===== config.mk =====
export PLATFORM = sky130hd
export DESIGN_NAME = servo_pan_tilt_ctrl
export DESIGN_NICKNAME = d
export VERILOG_FILES = /design/src/rtl/servo_pkg.sv /design/src/rtl/servo_pwm_gen.sv /design/src/rtl/servo_pan_tilt_ctrl.sv
export SDC_FILE = /design/constraint.sdc
export NUM_CORES = 1
export LEC_CHECK = 0
export ABC_AREA = 0
export CAP_MARGIN = 20
export CORE_MARGIN = 3
export CORE_UTILIZATION = 50
export CTS_BUF_LIST = sky130_fd_sc_hd__clkbuf_8
export DETAILED_ROUTE_END_ITERATION = 12
export PLACE_DENSITY_LB_ADDON = 0.25
export SYNTH_ARGS = -nofsm -noshare
export SYNTH_HDL_FRONTEND = slang
export SYNTH_HIERARCHICAL = 1
export SYNTH_SLANG_ARGS = --single-unit

===== constraint.sdc =====
create_clock -name HCLK -period 12.03 [get_ports HCLK]
set_input_delay 1.8045 -clock HCLK [delete_from_list [all_inputs] [get_ports HCLK]]
set_output_delay 1.8045 -clock HCLK [all_outputs]
set_load 0.01 [all_outputs]

===== src/rtl/servo_pkg.sv =====
// Shared types and helpers for the pan/tilt servo controller: FSM encoding,
// pulse-width scale factor and saturating one-degree angle step.
package servo_pkg;

   typedef enum logic [1:0] {
      ST_IDLE   = 2'd0,
      ST_MANUAL = 2'd1,
      ST_TRACK  = 2'd2,
      ST_HOME   = 2'd3
   } servo_state_t;

   // Microseconds of pulse width per degree, Q8 fixed point, truncated.
   function automatic int us_per_deg_q8(input int pw_min_us, input int pw_max_us,
                                        input int angle_max);
      return ((pw_max_us - pw_min_us) << 8) / angle_max;
   endfunction

   function automatic logic [7:0] sat_step(input logic [7:0] angle, input logic inc,
                                           input logic dec, input logic [7:0] angle_max);
      logic [7:0] res;
      res = angle;
      if (inc && !dec && (angle < angle_max)) begin
         res = angle + 8'd1;
      end else if (dec && !inc && (angle != 8'd0)) begin
         res = angle - 8'd1;
      end
      return res;
   endfunction

endpackage


===== src/rtl/servo_pwm_gen.sv =====
// One servo PWM channel: angle shadowed at frame start, pulse high while
// frame_us is below the scaled pulse width; output registered.
module servo_pwm_gen #(
   parameter int FW            = 15,
   parameter int PW_MIN_US     = 500,
   parameter int US_PER_DEG_Q8 = 2844,
   parameter logic [7:0] ANGLE_INIT = 8'd90
) (
   input  logic          hclk_i,
   input  logic          hreset_i,
   input  logic [FW-1:0] frame_us_i,
   input  logic [7:0]    angle_i,
   output logic          pwm_o
);

   logic [7:0]  shadow_q, shadow_d;
   logic        pwm_q, pwm_d;
   logic [31:0] pw_us;

   // Width is only taken from the shadow, so a mid-frame angle change cannot
   // shorten or stretch the pulse already in progress.
   assign pw_us = 32'(PW_MIN_US) + (({24'd0, shadow_q} * 32'(US_PER_DEG_Q8)) >> 8);

   always_comb begin
      shadow_d = shadow_q;
      if (frame_us_i == '0) begin
         shadow_d = angle_i;
      end
      pwm_d = (32'(frame_us_i) < pw_us);
   end

   always_ff @(posedge hclk_i) begin
      if (hreset_i) begin
         shadow_q <= ANGLE_INIT;
         pwm_q    <= 1'b0;
      end else begin
         shadow_q <= shadow_d;
         pwm_q    <= pwm_d;
      end
   end

   assign pwm_o = pwm_q;

endmodule


===== src/rtl/servo_pan_tilt_ctrl.sv =====
// Pan/tilt hobby-servo controller: timebase, jog/track/home FSM, angle state and
// two PWM channels. Define SERVO_HOME_RAMP_EN for slew-limited homing.
//
//   state  | meaning
//   IDLE   | no motion, waiting for a command
//   MANUAL | jogging from direction inputs, 1 deg per step
//   TRACK  | closed-loop tracking from pending dx/dy errors
//   HOME   | returning both axes to ANGLE_INIT
module servo_pan_tilt_ctrl
   import servo_pkg::*;
#(
   parameter int CLK_FREQ_HZ = 50_000_000,
   parameter int FRAME_US    = 20000,
   parameter int PW_MIN_US   = 500,
   parameter int PW_MAX_US   = 2500,
   parameter int ANGLE_MAX   = 180,
   parameter int ANGLE_INIT  = 90,
   parameter int STEP_MS     = 10,
   parameter int TRACK_DB    = 4
) (
   input  logic              HCLK,
   input  logic              HRESET,
   input  logic              Servo_up,
   input  logic              Servo_down,
   input  logic              Servo_left,
   input  logic              Servo_right,
   input  logic              Servo_rst,
   input  logic              Servo_track_en,
   input  logic              track_vld,
   input  logic signed [7:0] track_dx,
   input  logic signed [7:0] track_dy,
   output logic              pan_pwm,
   output logic              tilt_pwm,
   output logic [7:0]        pan_angle,
   output logic [7:0]        tilt_angle,
   output logic              busy,
   output logic              frame_start
);

   localparam int CYC_PER_US = CLK_FREQ_HZ / 1_000_000;
   localparam int STEP_US    = STEP_MS * 1000;
   localparam int PS_W       = (CYC_PER_US > 1) ? $clog2(CYC_PER_US) : 1;
   localparam int FW         = (FRAME_US > 1) ? $clog2(FRAME_US) : 1;
   localparam int SW         = (STEP_US > 1) ? $clog2(STEP_US) : 1;
   localparam int Q8         = us_per_deg_q8(PW_MIN_US, PW_MAX_US, ANGLE_MAX);

   localparam logic [PS_W-1:0] PS_LAST    = PS_W'(CYC_PER_US - 1);
   localparam logic [FW-1:0]   FRAME_LAST = FW'(FRAME_US - 1);
   localparam logic [SW-1:0]   STEP_LAST  = SW'(STEP_US - 1);
   localparam logic [7:0]      A_MAX      = 8'(ANGLE_MAX);
   localparam logic [7:0]      A_INIT     = 8'(ANGLE_INIT);
   localparam logic signed [7:0] DB_POS   = 8'(TRACK_DB);
   localparam logic signed [7:0] DB_NEG   = 8'(-TRACK_DB);

   logic [PS_W-1:0] ps_q, ps_d;
   logic [FW-1:0]   frame_us_q, frame_us_d;
   logic [SW-1:0]   step_us_q, step_us_d;
   logic            frame_start_q, frame_start_d;
   servo_state_t    state_q, state_d;
   logic [7:0]      pan_q, pan_d, tilt_q, tilt_d;
   logic signed [7:0] pend_dx_q, pend_dx_d, pend_dy_q, pend_dy_d;

   logic us_tick, step_tick, dir_any;

   assign us_tick   = (ps_q == PS_LAST);
   assign step_tick = us_tick && (step_us_q == STEP_LAST);
   assign dir_any   = Servo_up | Servo_down | Servo_left | Servo_right;

   always_comb begin
      ps_d          = us_tick ? '0 : ps_q + PS_W'(1);
      frame_us_d    = frame_us_q;
      step_us_d     = step_us_q;
      frame_start_d = 1'b0;
      if (us_tick) begin
         if (frame_us_q == FRAME_LAST) begin
            frame_us_d    = '0;
            frame_start_d = 1'b1;
         end else begin
            frame_us_d = frame_us_q + FW'(1);
         end
         step_us_d = (step_us_q == STEP_LAST) ? '0 : step_us_q + SW'(1);
      end
   end

   always_comb begin
      state_d = state_q;
      if (Servo_rst) begin
         state_d = ST_HOME;
      end else begin
         case (state_q)
            ST_IDLE: begin
               if (Servo_track_en)  state_d = ST_TRACK;
               else if (dir_any)    state_d = ST_MANUAL;
            end
            ST_MANUAL: begin
               if (Servo_track_en)  state_d = ST_TRACK;
               else if (!dir_any)   state_d = ST_IDLE;
            end
            ST_TRACK: begin
               if (!Servo_track_en) state_d = ST_IDLE;
            end
            ST_HOME: begin
               if ((pan_q == A_INIT) && (tilt_q == A_INIT)) state_d = ST_IDLE;
            end
            default: state_d = ST_IDLE;
         endcase
      end
   end

   // Pending errors are held only while tracking continues; any exit drops them.
   always_comb begin
      pan_d     = pan_q;
      tilt_d    = tilt_q;
      pend_dx_d = '0;
      pend_dy_d = '0;
      case (state_q)
         ST_MANUAL: begin
            if (step_tick && !Servo_rst) begin
               tilt_d = sat_step(tilt_q, Servo_up, Servo_down, A_MAX);
               pan_d  = sat_step(pan_q, Servo_right, Servo_left, A_MAX);
            end
         end
         ST_TRACK: begin
            if (state_d == ST_TRACK) begin
               pend_dx_d = pend_dx_q;
               pend_dy_d = pend_dy_q;
               if (step_tick) begin
                  pan_d     = sat_step(pan_q, pend_dx_q > DB_POS, pend_dx_q < DB_NEG, A_MAX);
                  tilt_d    = sat_step(tilt_q, pend_dy_q > DB_POS, pend_dy_q < DB_NEG, A_MAX);
                  pend_dx_d = '0;
                  pend_dy_d = '0;
               end
               if (track_vld) begin
                  pend_dx_d = track_dx;
                  pend_dy_d = track_dy;
               end
            end
         end
         ST_HOME: begin
`ifdef SERVO_HOME_RAMP_EN
            if (step_tick) begin
               pan_d  = sat_step(pan_q, pan_q < A_INIT, pan_q > A_INIT, A_MAX);
               tilt_d = sat_step(tilt_q, tilt_q < A_INIT, tilt_q > A_INIT, A_MAX);
            end
`else
            pan_d  = A_INIT;
            tilt_d = A_INIT;
`endif
         end
         default: ;
      endcase
   end

   always_ff @(posedge HCLK) begin
      if (HRESET) begin
         ps_q          <= '0;
         frame_us_q    <= '0;
         step_us_q     <= '0;
         frame_start_q <= 1'b0;
         state_q       <= ST_IDLE;
         pan_q         <= A_INIT;
         tilt_q        <= A_INIT;
         pend_dx_q     <= '0;
         pend_dy_q     <= '0;
      end else begin
         ps_q          <= ps_d;
         frame_us_q    <= frame_us_d;
         step_us_q     <= step_us_d;
         frame_start_q <= frame_start_d;
         state_q       <= state_d;
         pan_q         <= pan_d;
         tilt_q        <= tilt_d;
         pend_dx_q     <= pend_dx_d;
         pend_dy_q     <= pend_dy_d;
      end
   end

   servo_pwm_gen #(
      .FW            (FW),
      .PW_MIN_US     (PW_MIN_US),
      .US_PER_DEG_Q8 (Q8),
      .ANGLE_INIT    (A_INIT)
   ) u_pan_pwm (
      .hclk_i     (HCLK),
      .hreset_i   (HRESET),
      .frame_us_i (frame_us_q),
      .angle_i    (pan_q),
      .pwm_o      (pan_pwm)
   );

   servo_pwm_gen #(
      .FW            (FW),
      .PW_MIN_US     (PW_MIN_US),
      .US_PER_DEG_Q8 (Q8),
      .ANGLE_INIT    (A_INIT)
   ) u_tilt_pwm (
      .hclk_i     (HCLK),
      .hreset_i   (HRESET),
      .frame_us_i (frame_us_q),
      .angle_i    (tilt_q),
      .pwm_o      (tilt_pwm)
   );

   assign pan_angle   = pan_q;
   assign tilt_angle  = tilt_q;
   assign busy        = (state_q != ST_IDLE);
   assign frame_start = frame_start_q;

endmodule

[Yosys cells after proc, flatten, opt, wreduce, memory -nomap -nowiden]
Index checks and enable logic that the tools add are counted.
Widths: inputs -> output; s select.
Word-level totals
  word-level logic and storage cells: 124
  register bits: 88
  input port bits: 25
  output and inout bits: 20
Operators by class
  add/sub/neg operators: 9
  $mul: 2
  order comparisons: 8
  reduce and logical (&&, ||, !) cells: 40
  bitwise gates (word level): 6
  multiplexer cells: 30
  equal/unequal tests: 16
Operators by type and width (number)
  $mux 8: 17
  $lt 15x32->1: 2
  $pmux 8 s3: 2
  $mul 8x10->18 const B: 2
  $add 9x12->13 const A: 2
  $logic_and 1x1->1: 19
  $add 8x1->8 const B: 2
  $eq 8x7->1 const B: 2
  $gt 8x4->1 const B: 2
  $lt 8x3->1 const B: 2
  $lt 8x8->1 const B: 2
  $reduce_bool 8->1: 2
  $sub 8x1->8 const B: 2
  $add 15x1->15 const B: 1
  $eq 15x15->1 const B: 1
  $logic_not 15->1: 1
  $mux 15: 1
  $add 14x1->14 const B: 1
  $eq 14x14->1 const B: 1
  $mux 14: 1
  $mux 2: 7
  $ne 3x3->1 const B: 4
  $reduce_and 6->1: 2
  $logic_not 1->1: 9
  other kinds (14): 24

[Longest topological paths before layout]
Gate-level depths: netlist of the first run.
  depth after elaboration: 10
  mapped depth: 25
  mapped depth without buffers: 25

[By module]
Netlist of the first run, hierarchy kept.
Modules (own cells, without submodules)
  servo_pan_tilt_ctrl: area each 4157.7 sq um, cells an instance 514, times used 1, sequential area each 1401.3 sq um
  servo_pwm_gen (u_tilt_pwm): area each 2477.4 sq um, cells an instance 282, times used 1, sequential area each 180.2 sq um
  servo_pwm_gen (u_pan_pwm): area each 2359.8 sq um, cells an instance 271, times used 1, sequential area each 180.2 sq um

[Worst setup path after synthesis of the first run]
No wires, ideal clock.
  path kind: reg2reg
  from: register u_tilt_pwm.shadow_q[6]
  to: register u_tilt_pwm.pwm_q (netlist: u_tilt_pwm/pwm_o)
  path slack: 6.678 ns
  library setup time: 0.122 ns
  arrival: 5.230 ns
  required time: 11.908 ns
  path buffers: 0
  period minus slack after synthesis: 5.352 ns
  stages on the path, launching flop included: 22
  cell sequence: dfxtp_1 -> inv_1 -> ha_1 -> inv_1 -> fa_1 -> fa_1 -> inv_1 -> fa_1 -> inv_1 -> ha_1 -> a21o_1 -> or3_1 -> nor3_2 -> a211oi_2 -> a211oi_2 -> a21oi_1 -> xnor2_1 -> ha_1 -> nand4_1 -> or4_1 -> a221oi_1 -> nor2_1
On the way
  cells in the longest elaborated chain, start to end: 3
Ends and longest elaborated chain
  start, declared: RTL line servo_pwm_gen.sv:16  | logic [7:0] shadow_q, shadow_d;
  start signal, assigned: RTL line servo_pwm_gen.sv:37  | shadow_q <= shadow_d;
  $mul 8x10->18: RTL line servo_pwm_gen.sv:22  | assign pw_us = 32'(PW_MIN_US) + (({24'd0, shadow_q} * 32'(US_PER_DEG_Q8)) >> 8);
  $add 9x12->13: RTL line servo_pwm_gen.sv:22
  $lt 15x32->1: RTL line servo_pwm_gen.sv:29  | pwm_d = (32'(frame_us_i) < pw_us);
  end signal, assigned: RTL line servo_pwm_gen.sv:38  | pwm_q <= pwm_d;
  end, declared: RTL line servo_pwm_gen.sv:17  | logic pwm_q, pwm_d;
No other way between the ends.
A chain may end at the register's enable or synchronous reset.

[Worst setup path in the final report of the first run]
Same ends and word-level chain as after synthesis.

==> out/qor.log, run 1 <==
qor: synth.synthAdderAreaFrac 0.250
qor: clock_tree.cts_inserted_buffers 9
qor: timing.finalSetupTns 0 ps
qor: layout.num-fill-cells 1,680
qor: clock_tree.cts.path.max_buffers 2
qor: clock_tree.cts.sink_count 88
qor: place.dp.final_hpwl 15.1 mm
qor: place.place.gp.congestion 0.841
qor: route.via_count 7,498
qor: synth.synth_top_cells_by_count sky130_fd_sc_hd__ha_1 (132), sky130_fd_sc_hd__inv_1 (110), sky130_fd_sc_hd__nor2_1 (89)
qor: route.totalWireLength 19.8 mm
qor: clock_tree.htreeDepth 3
qor: timing.rsz0062_at_grt false
qor: critical_path.r2r_slack 6380 ps
qor: synth.yosys.area_share.simple 0.208
qor: timing.relSlewSlack 0.280
qor: synth.sequential_cell_area_fraction_in_the_yosys_report 0.196
qor: layout.final_util 0.557
qor: synth.synth_top_family_by_area adder cells
qor: synth.ys_top_cells_by_area sky130_fd_sc_hd__dfxtp_1 (20%), sky130_fd_sc_hd__ha_1 (18%), sky130_fd_sc_hd__fa_1 (6.7%)
qor: layout.layout-area-overhead-vs-synth 8.14%
qor: timing.slew_viol_final 0
qor: die.fp.coreArea 0.0175 mm2
qor: power_and_ir_drop.power.ir.vdd_worst 49.9 uV
qor: die.start_util 0.515
qor: timing.worstMarginPinSlew 1080 ps
qor: clock_tree.clkLatencyLatePin 380 ps
qor: synth.syn_nets 1,254
qor: place.port-buffer-count 44
qor: die.io_pins 45
qor: synth.synth_top_area_frac 0.196
qor: timing.final_worst_path_cycle_share 0.470
qor: synth.ys_async_sr_fraction 0
qor: outcome.outcome finished clean
qor: synth.area_fraction_in_compound_gates_after_synthesis 0.163
qor: grt.grt_first_pass_wirelength 34.2 mm
qor: route.wl_per_cell 15.1 um
qor: timing.setup_ws 6380 ps
qor: critical_path.crit_required 12,310 ps
qor: die.core.rowCount 48
qor: clock_tree.cts.repair_timing.setup_buffer_count 0
qor: die.die_width 140 um
qor: synth.syn-mean-instance-area 8.43 um2
qor: synth.synth_warnings 6
qor: synth.netlist-cell-type-count 95
qor: route.vias_per_cell 5.73
qor: synth.largest_area_contributor_in_the_netlist sky130_fd_sc_hd__dfxtp_1
qor: synth.synth-edff-count 0
qor: power_and_ir_drop.pwr_density_cell 94.5 mW/mm2
qor: layout.multiInputGateArea 0.00661 mm2
qor: layout.fin_nets 1,266
qor: timing.report.final.setup_viol 0
qor: hold_path.timing.hold.worst.class register to register
qor: route.initialDrtViolationCount 445
qor: synth.postSynthCellCount 1,067
qor: synth.synth-main-ff-cell sky130_fd_sc_hd__dfxtp_1
qor: flow_run.max_cap_violations 0
qor: timing.fmaxAchievable 0.177 GHz
qor: timing.timing.hold.ws 491 ps
qor: synth.muxShareOfSynthArea 0.0303
qor: clock_tree.cts.repair.resized 0
qor: route.route.detailed.drc 0
qor: timing.final.setup_skew 17.6 ps
qor: grt.grt.overflow.total 0
qor: clock_tree.clock-root-buffer sky130_fd_sc_hd__clkbuf_8
qor: route.antenna_left 0
qor: critical_path.worst-endpoint-arrival 5930 ps
qor: timing.hold_viol_final 0
qor: die.die_height 140 um
qor: route.drt-pass1-iter-count 6
qor: critical_path.critical_path.most_common_cell sky130_fd_sc_hd__inv_1
qor: critical_path.cp-end-kind register
qor: critical_path.crit_chain inv_1 > ha_1 > inv_1 > fa_1 > fa_1 > inv_1 > fa_1 > inv_1 > ha_1 > a21o_1 > or3_1 > nor3_2 > a211oi_2 > a211oi_2 > a21oi_1 > xnor2_1 > ha_1 > nand4_1 > or4_1 > a221oi_1 > nor2_1
qor: synth.postSynthRegisterBits 88
qor: layout.share_of_layout_cells_above_drive_strength_1 0.0655
qor: grt.pin_count_of_the_biggest_net_entering_global_routing 45
qor: critical_path.cpMaxStageDelayCell sky130_fd_sc_hd__fa_1
qor: grt.antenna_violations_before_repair 0
qor: clock_tree.cts-hold-fix-buffers 0
qor: clock_tree.tritoncts built
qor: synth.post_synth_xor_area_fraction 0.0826
qor: clock_tree.clk_pin_slew 100 ps
qor: critical_path.crit_path_max_incr_delay 520 ps
qor: critical_path.cp_max_fo 7
qor: critical_path.setup.worst_path.start_class register
qor: synth.most_frequent_cell_after_synthesis sky130_fd_sc_hd__ha_1
qor: timing.period_minus_slack 5650 ps
qor: critical_path.setup.worst_path.class register to register
qor: synth.syn-cell-area 0.00899 mm2
qor: layout.insertedDiodeCount 0
qor: place.dp_worst_setup_slack 6330 ps
qor: die.design.die.area 0.0196 mm2
qor: power_and_ir_drop.p_leak 4.33 nW
qor: grt.first_global_vias 7,139
qor: layout.area.sequential 0.00176 mm2
qor: grt.groute.usage.overall 0.204
## sequential cells by signal, summed over array words and instances (netlist names), 2 cells and up
register and count:
step_us_q 14, ps_q 6, pend_dy_q 8, u_pan_pwm/shadow_q 8
state_q 2, frame_us_q 15, u_tilt_pwm/shadow_q 8, tilt_angle 8
pan_angle 8, pend_dx_q 8
## routing by layer
metal  track usage  vias up  part of all wire
met5             0        -                 0
met1         0.285     3506              0.49
met4        0.0561        0             0.014
met3        0.0253       26             0.041
met2         0.335      167              0.46
li1              -     3799                 -
## final cells by class
class                   instances  share of cell area
well taps                     225              0.0289
clock inverters                 7             0.00798
inverters                     110              0.0424
repair buffers                 47              0.0471
multi-input cells             823               0.680
clock buffers                   9              0.0127
flip-flops and latches         88               0.181
## worst max-delay path: cells and delay by family (launching register included)
kind | cells | cell delay, ps
AND/OR/NAND/NOR | 5 | 1130
adder cells (fa/ha/maj) | 6 | 2500
AO/OA/AOI/OAI | 5 | 1080
XOR/XNOR | 1 | 150
buffers and inverters | 4 | 230
flip-flops | 1 | 460
## cells by family after synthesis
| kind of cell | count (synthesis) |
|---|---|
| AOI/OAI and AO/OA | 194 |
| xor gates and xnor gates | 84 |
| adders and majority gates | 162 |
| buffers and inverters | 156 |
| DFF | 88 |
| muxes | 27 |
| and+or+nand+nor | 356 |
## path summary, 6_finish.rpt
kind,startpoint,end,depth (start not counted)
max,u_tilt_pwm/shadow_q[6]$_SDFFE_PP1N_,u_tilt_pwm/pwm_o$_SDFF_PP0_,21
min,pend_dx_q[0]$_SDFFE_PP0P_,pend_dx_q[0]$_SDFFE_PP0P_,2
max reg2reg,u_tilt_pwm/shadow_q[6]$_SDFFE_PP1N_,u_tilt_pwm/pwm_o$_SDFF_PP0_,21
min reg2reg,pend_dx_q[0]$_SDFFE_PP0P_,pend_dx_q[0]$_SDFFE_PP0P_,2
## power by group
| group | switching (mW) | leakage, nW | internal (mW) |
|---|---|---|---|
| sequential | 0.0107 | 0.713 | 0.296 |
| combinational | 0.224 | 3.52 | 0.172 |
| clock | 0.118 | 0.101 | 0.0982 |
## placed cells by master, fill, tap and decap left out, drive strengths merged, types with 5 or more instances in the layout
| master | n |
|---|---|
| ha | 132 |
| nand3 | 23 |
| o211a | 6 |
| o21a | 5 |
| nand4 | 20 |
| nand3b | 18 |
| xor2 | 49 |
| o211ai | 5 |
| a21oi | 55 |
| nor2 | 90 |
| dfxtp | 88 |
| o21ai | 27 |
| nor2b | 10 |
| fa | 30 |
| mux2i | 25 |
| or2 | 7 |
| and3 | 12 |
| xnor2 | 35 |
| nor3 | 33 |
| a211o | 12 |
| clkdlybuf4s50 | 43 |
| o22ai | 8 |
| nor4 | 23 |
| or4 | 5 |
| a21o | 18 |
| and2 | 8 |
| a221oi | 6 |
| inv | 113 |
| a211oi | 9 |
| clkbuf | 9 |
| nand2 | 82 |
| nand2b | 7 |
## per-stage QoR
step	total power, mW	area, um2	cells
detailed placement	0.709	9530	1293
floorplan	0.625	8990	1067
CTS	0.927	9730	1309
finish	0.919	9730	1309
global placement	0.703	9530	1293
global route	0.993	9730	1309
Note: power is estimated with default switching activity, not from simulation.
==> run 2, diff against run 1 <==
clock period = 5.8 ns   (was 12.03 ns; I/O delays follow)
==> out/qor.log, run 2 (same netlist as run 1, synthesis figures left out) <==
qor: clock_tree.clock-root-buffer sky130_fd_sc_hd__clkbuf_8
qor: layout.largest_register_ffs 15
qor: route.totalWireLength 19.8 mm
qor: outcome.outcome finished clean
qor: clock_tree.clk_pin_slew 100 ps
qor: place.detailed_place.area 0.00954 mm2
qor: layout.fin_nets 1,270
qor: grt.pin_count_of_the_biggest_net_entering_global_routing 44
qor: clock_tree.cts-hold-fix-buffers 0
qor: timing.final.setup_skew 18.7 ps
qor: power_and_ir_drop.power.clock.fraction 0.226
qor: layout.layout_common_cells sky130_fd_sc_hd__ha_1 (130), sky130_fd_sc_hd__inv_1 (111), sky130_fd_sc_hd__nor2_1 (89)
qor: route.wl_per_cell 15.1 um
qor: critical_path.setup.worst_path.start_class register
qor: clock_tree.clkLatencyLatePin 380 ps
qor: hold_path.whs_path_depth 2
qor: grt.first_global_vias 7,127
qor: timing.hold_viol_final 0
qor: clock_tree.cts_inserted_buffers 9
qor: critical_path.cp-end-kind register
qor: critical_path.setup.worst_path.class register to register
qor: critical_path.r2r-end u_tilt_pwm/pwm_o$_SDFF_PP0_
qor: route.drt-pass1-iter-count 5
qor: clock_tree.cts.sink_count 88
qor: die.design.die.area 0.0196 mm2
qor: grt.grt_first_pass_wirelength 34.1 mm
qor: power_and_ir_drop.p_leak 4.35 nW
qor: timing.fmaxAchievable 0.184 GHz
qor: layout.area.sequential 0.00177 mm2
qor: critical_path.crit_required 6080 ps
qor: critical_path.cp_max_fo 7
qor: power_and_ir_drop.pwr-share-seq 0.334
qor: hold_path.timing.hold.worst.class register to register
qor: place.place.gp.congestion 0.836
qor: power_and_ir_drop.power.switching_fraction 0.381
qor: flow_run.max_cap_violations 0
qor: layout.largest_regs frame_us_q: 15 flops, step_us_q: 14 flops
qor: grt.antenna_violations_before_repair 0
qor: clock_tree.cts.path.max_buffers 2
qor: layout.top_register frame_us_q
qor: power_and_ir_drop.power.ir.vdd_worst 116 uV
qor: clock_tree.tritoncts built
qor: clock_tree.htreeDepth 3
qor: route.route.detailed.drc 0
qor: power_and_ir_drop.design_power_total 1.91 mW
qor: timing.slew_viol_final 0
qor: timing.relSlewSlack 0.290
qor: layout.fin_area 0.00978 mm2
qor: die.die_height 140 um
qor: critical_path.r2r_slack 380 ps
qor: critical_path.r2r-start u_tilt_pwm/shadow_q[6]$_SDFFE_PP1N_
qor: die.core.rowCount 48
qor: route.initialDrtViolationCount 455
qor: route.antenna_left 0
qor: route.via_count 7,529
qor: critical_path.ff2ff_path_depth 21
qor: critical_path.worst-endpoint-arrival 5700 ps
qor: layout.share_of_layout_cells_above_drive_strength_1 0.0763
qor: die.die_width 140 um
qor: power_and_ir_drop.internal_power 1.18 mW
qor: hold_path.beginning_of_the_worst_hold_path pend_dy_q[0]$_SDFFE_PP0P_
qor: grt.groute.usage.overall 0.204
qor: power_and_ir_drop.total_switching_power 0.726 mW
qor: layout.insertedDiodeCount 0
qor: layout.layout-area-overhead-vs-synth 8.69%
qor: grt.grt.overflow.total 0
qor: route.vias_per_cell 5.73
qor: die.start_util 0.515
qor: place.dp.final_hpwl 15.1 mm
qor: timing.worstMarginPinSlew 1060 ps
qor: hold_path.worst_hold_path.endpoint pend_dy_q[0]$_SDFFE_PP0P_
qor: layout.final_common_cell sky130_fd_sc_hd__ha_1
qor: layout.num-fill-cells 1,619
qor: power_and_ir_drop.power.share.combinational 0.441
qor: timing.report.final.setup_viol 0
qor: layout.multiInputGateArea 0.00663 mm2
qor: place.port-buffer-count 44
qor: timing.period_minus_slack 5420 ps
qor: power_and_ir_drop.pwr_density_cell 195 mW/mm2
qor: die.io_pins 45
qor: die.fp.coreArea 0.0175 mm2
qor: timing.final_worst_path_cycle_share 0.935
-- run 2: area by class of cell --
cell class / instances / share of cell area
multi-input cells: 823 / 0.678
inverters: 110 / 0.0422
well taps: 225 / 0.0288
flip-flops and latches: 88 / 0.181
clock inverters: 7 / 0.00742
clock buffers: 9 / 0.0127
repair buffers: 51 / 0.0499
-- run 2: repair_timing --
item / in CTS / in global routing
endpoints found under the setup margin: 0 / 2
gates resized for setup: 0 / 10
setup buffers: 0 / 2
-- run 2: worst max-delay path by stage --
stage	slack, ps	cells after the start	startpoint	endpoint
2_1_floorplan	450	21	u_tilt_pwm/shadow_q[6]$_SDFFE_PP1N_	u_tilt_pwm/pwm_o$_SDFF_PP0_
3_3_place_gp	220	21	u_tilt_pwm/shadow_q[6]$_SDFFE_PP1N_	u_tilt_pwm/pwm_o$_SDFF_PP0_
3_5_place_dp	100	21	u_tilt_pwm/shadow_q[6]$_SDFFE_PP1N_	u_tilt_pwm/pwm_o$_SDFF_PP0_
4_1_cts	110	21	u_tilt_pwm/shadow_q[6]$_SDFFE_PP1N_	u_tilt_pwm/pwm_o$_SDFF_PP0_
5_1_grt	-9	21	u_tilt_pwm/shadow_q[6]$_SDFFE_PP1N_	u_tilt_pwm/pwm_o$_SDFF_PP0_
6_report	380	21	u_tilt_pwm/shadow_q[6]$_SDFFE_PP1N_	u_tilt_pwm/pwm_o$_SDFF_PP0_
-- run 2: power groups by stage --
stage                     logic [mW]  clock network [mW]  registers, mW
after floorplan                0.656                   0          0.639
after global placement         0.810                   0          0.650
after detailed placement       0.824                   0          0.650
after CTS                      0.830               0.443          0.636
after global routing           0.956               0.461          0.639
final                          0.840               0.430          0.636
-- run 2: worst max-delay path: stages, from the launching register on --
cell	delay (ps)
sky130_fd_sc_hd__dfxtp_4	390
sky130_fd_sc_hd__inv_1	50
sky130_fd_sc_hd__ha_1	310
sky130_fd_sc_hd__inv_1	70
sky130_fd_sc_hd__fa_1	470
sky130_fd_sc_hd__fa_1	520
sky130_fd_sc_hd__inv_1	50
sky130_fd_sc_hd__fa_1	540
sky130_fd_sc_hd__inv_1	50
sky130_fd_sc_hd__ha_2	340
sky130_fd_sc_hd__a21o_4	260
sky130_fd_sc_hd__or3_1	360
sky130_fd_sc_hd__nor3_2	140
sky130_fd_sc_hd__a211oi_2	100
sky130_fd_sc_hd__a211oi_2	290
sky130_fd_sc_hd__nand2_1	110
sky130_fd_sc_hd__xor2_1	150
sky130_fd_sc_hd__ha_1	310
sky130_fd_sc_hd__nand4_1	90
sky130_fd_sc_hd__or4_1	460
sky130_fd_sc_hd__a221oi_1	220
sky130_fd_sc_hd__nor2_1	60
-- run 2: routing by layer --
layer	vias up	global-route usage	routed length, um
met4	0	0.0551	310
li1	3801	-	-
met1	3525	0.287	9630
met5	-	0	0
met3	28	0.0229	738
met2	175	0.336	9170
-- run 2: per-stage QoR --
stage	utilization	hold WS (ps)	worst slack [ps]	setup TNS [ps]	instances
after detailed placement	0.546	476	103	0	1295
final	0.559	492	376	0	1313
after global placement	0.546	478	217	0	1295
after global routing	0.559	509	-9.04	-9.04	1313
after CTS	0.557	492	107	0	1311
after floorplan	-	454	448	0	1067
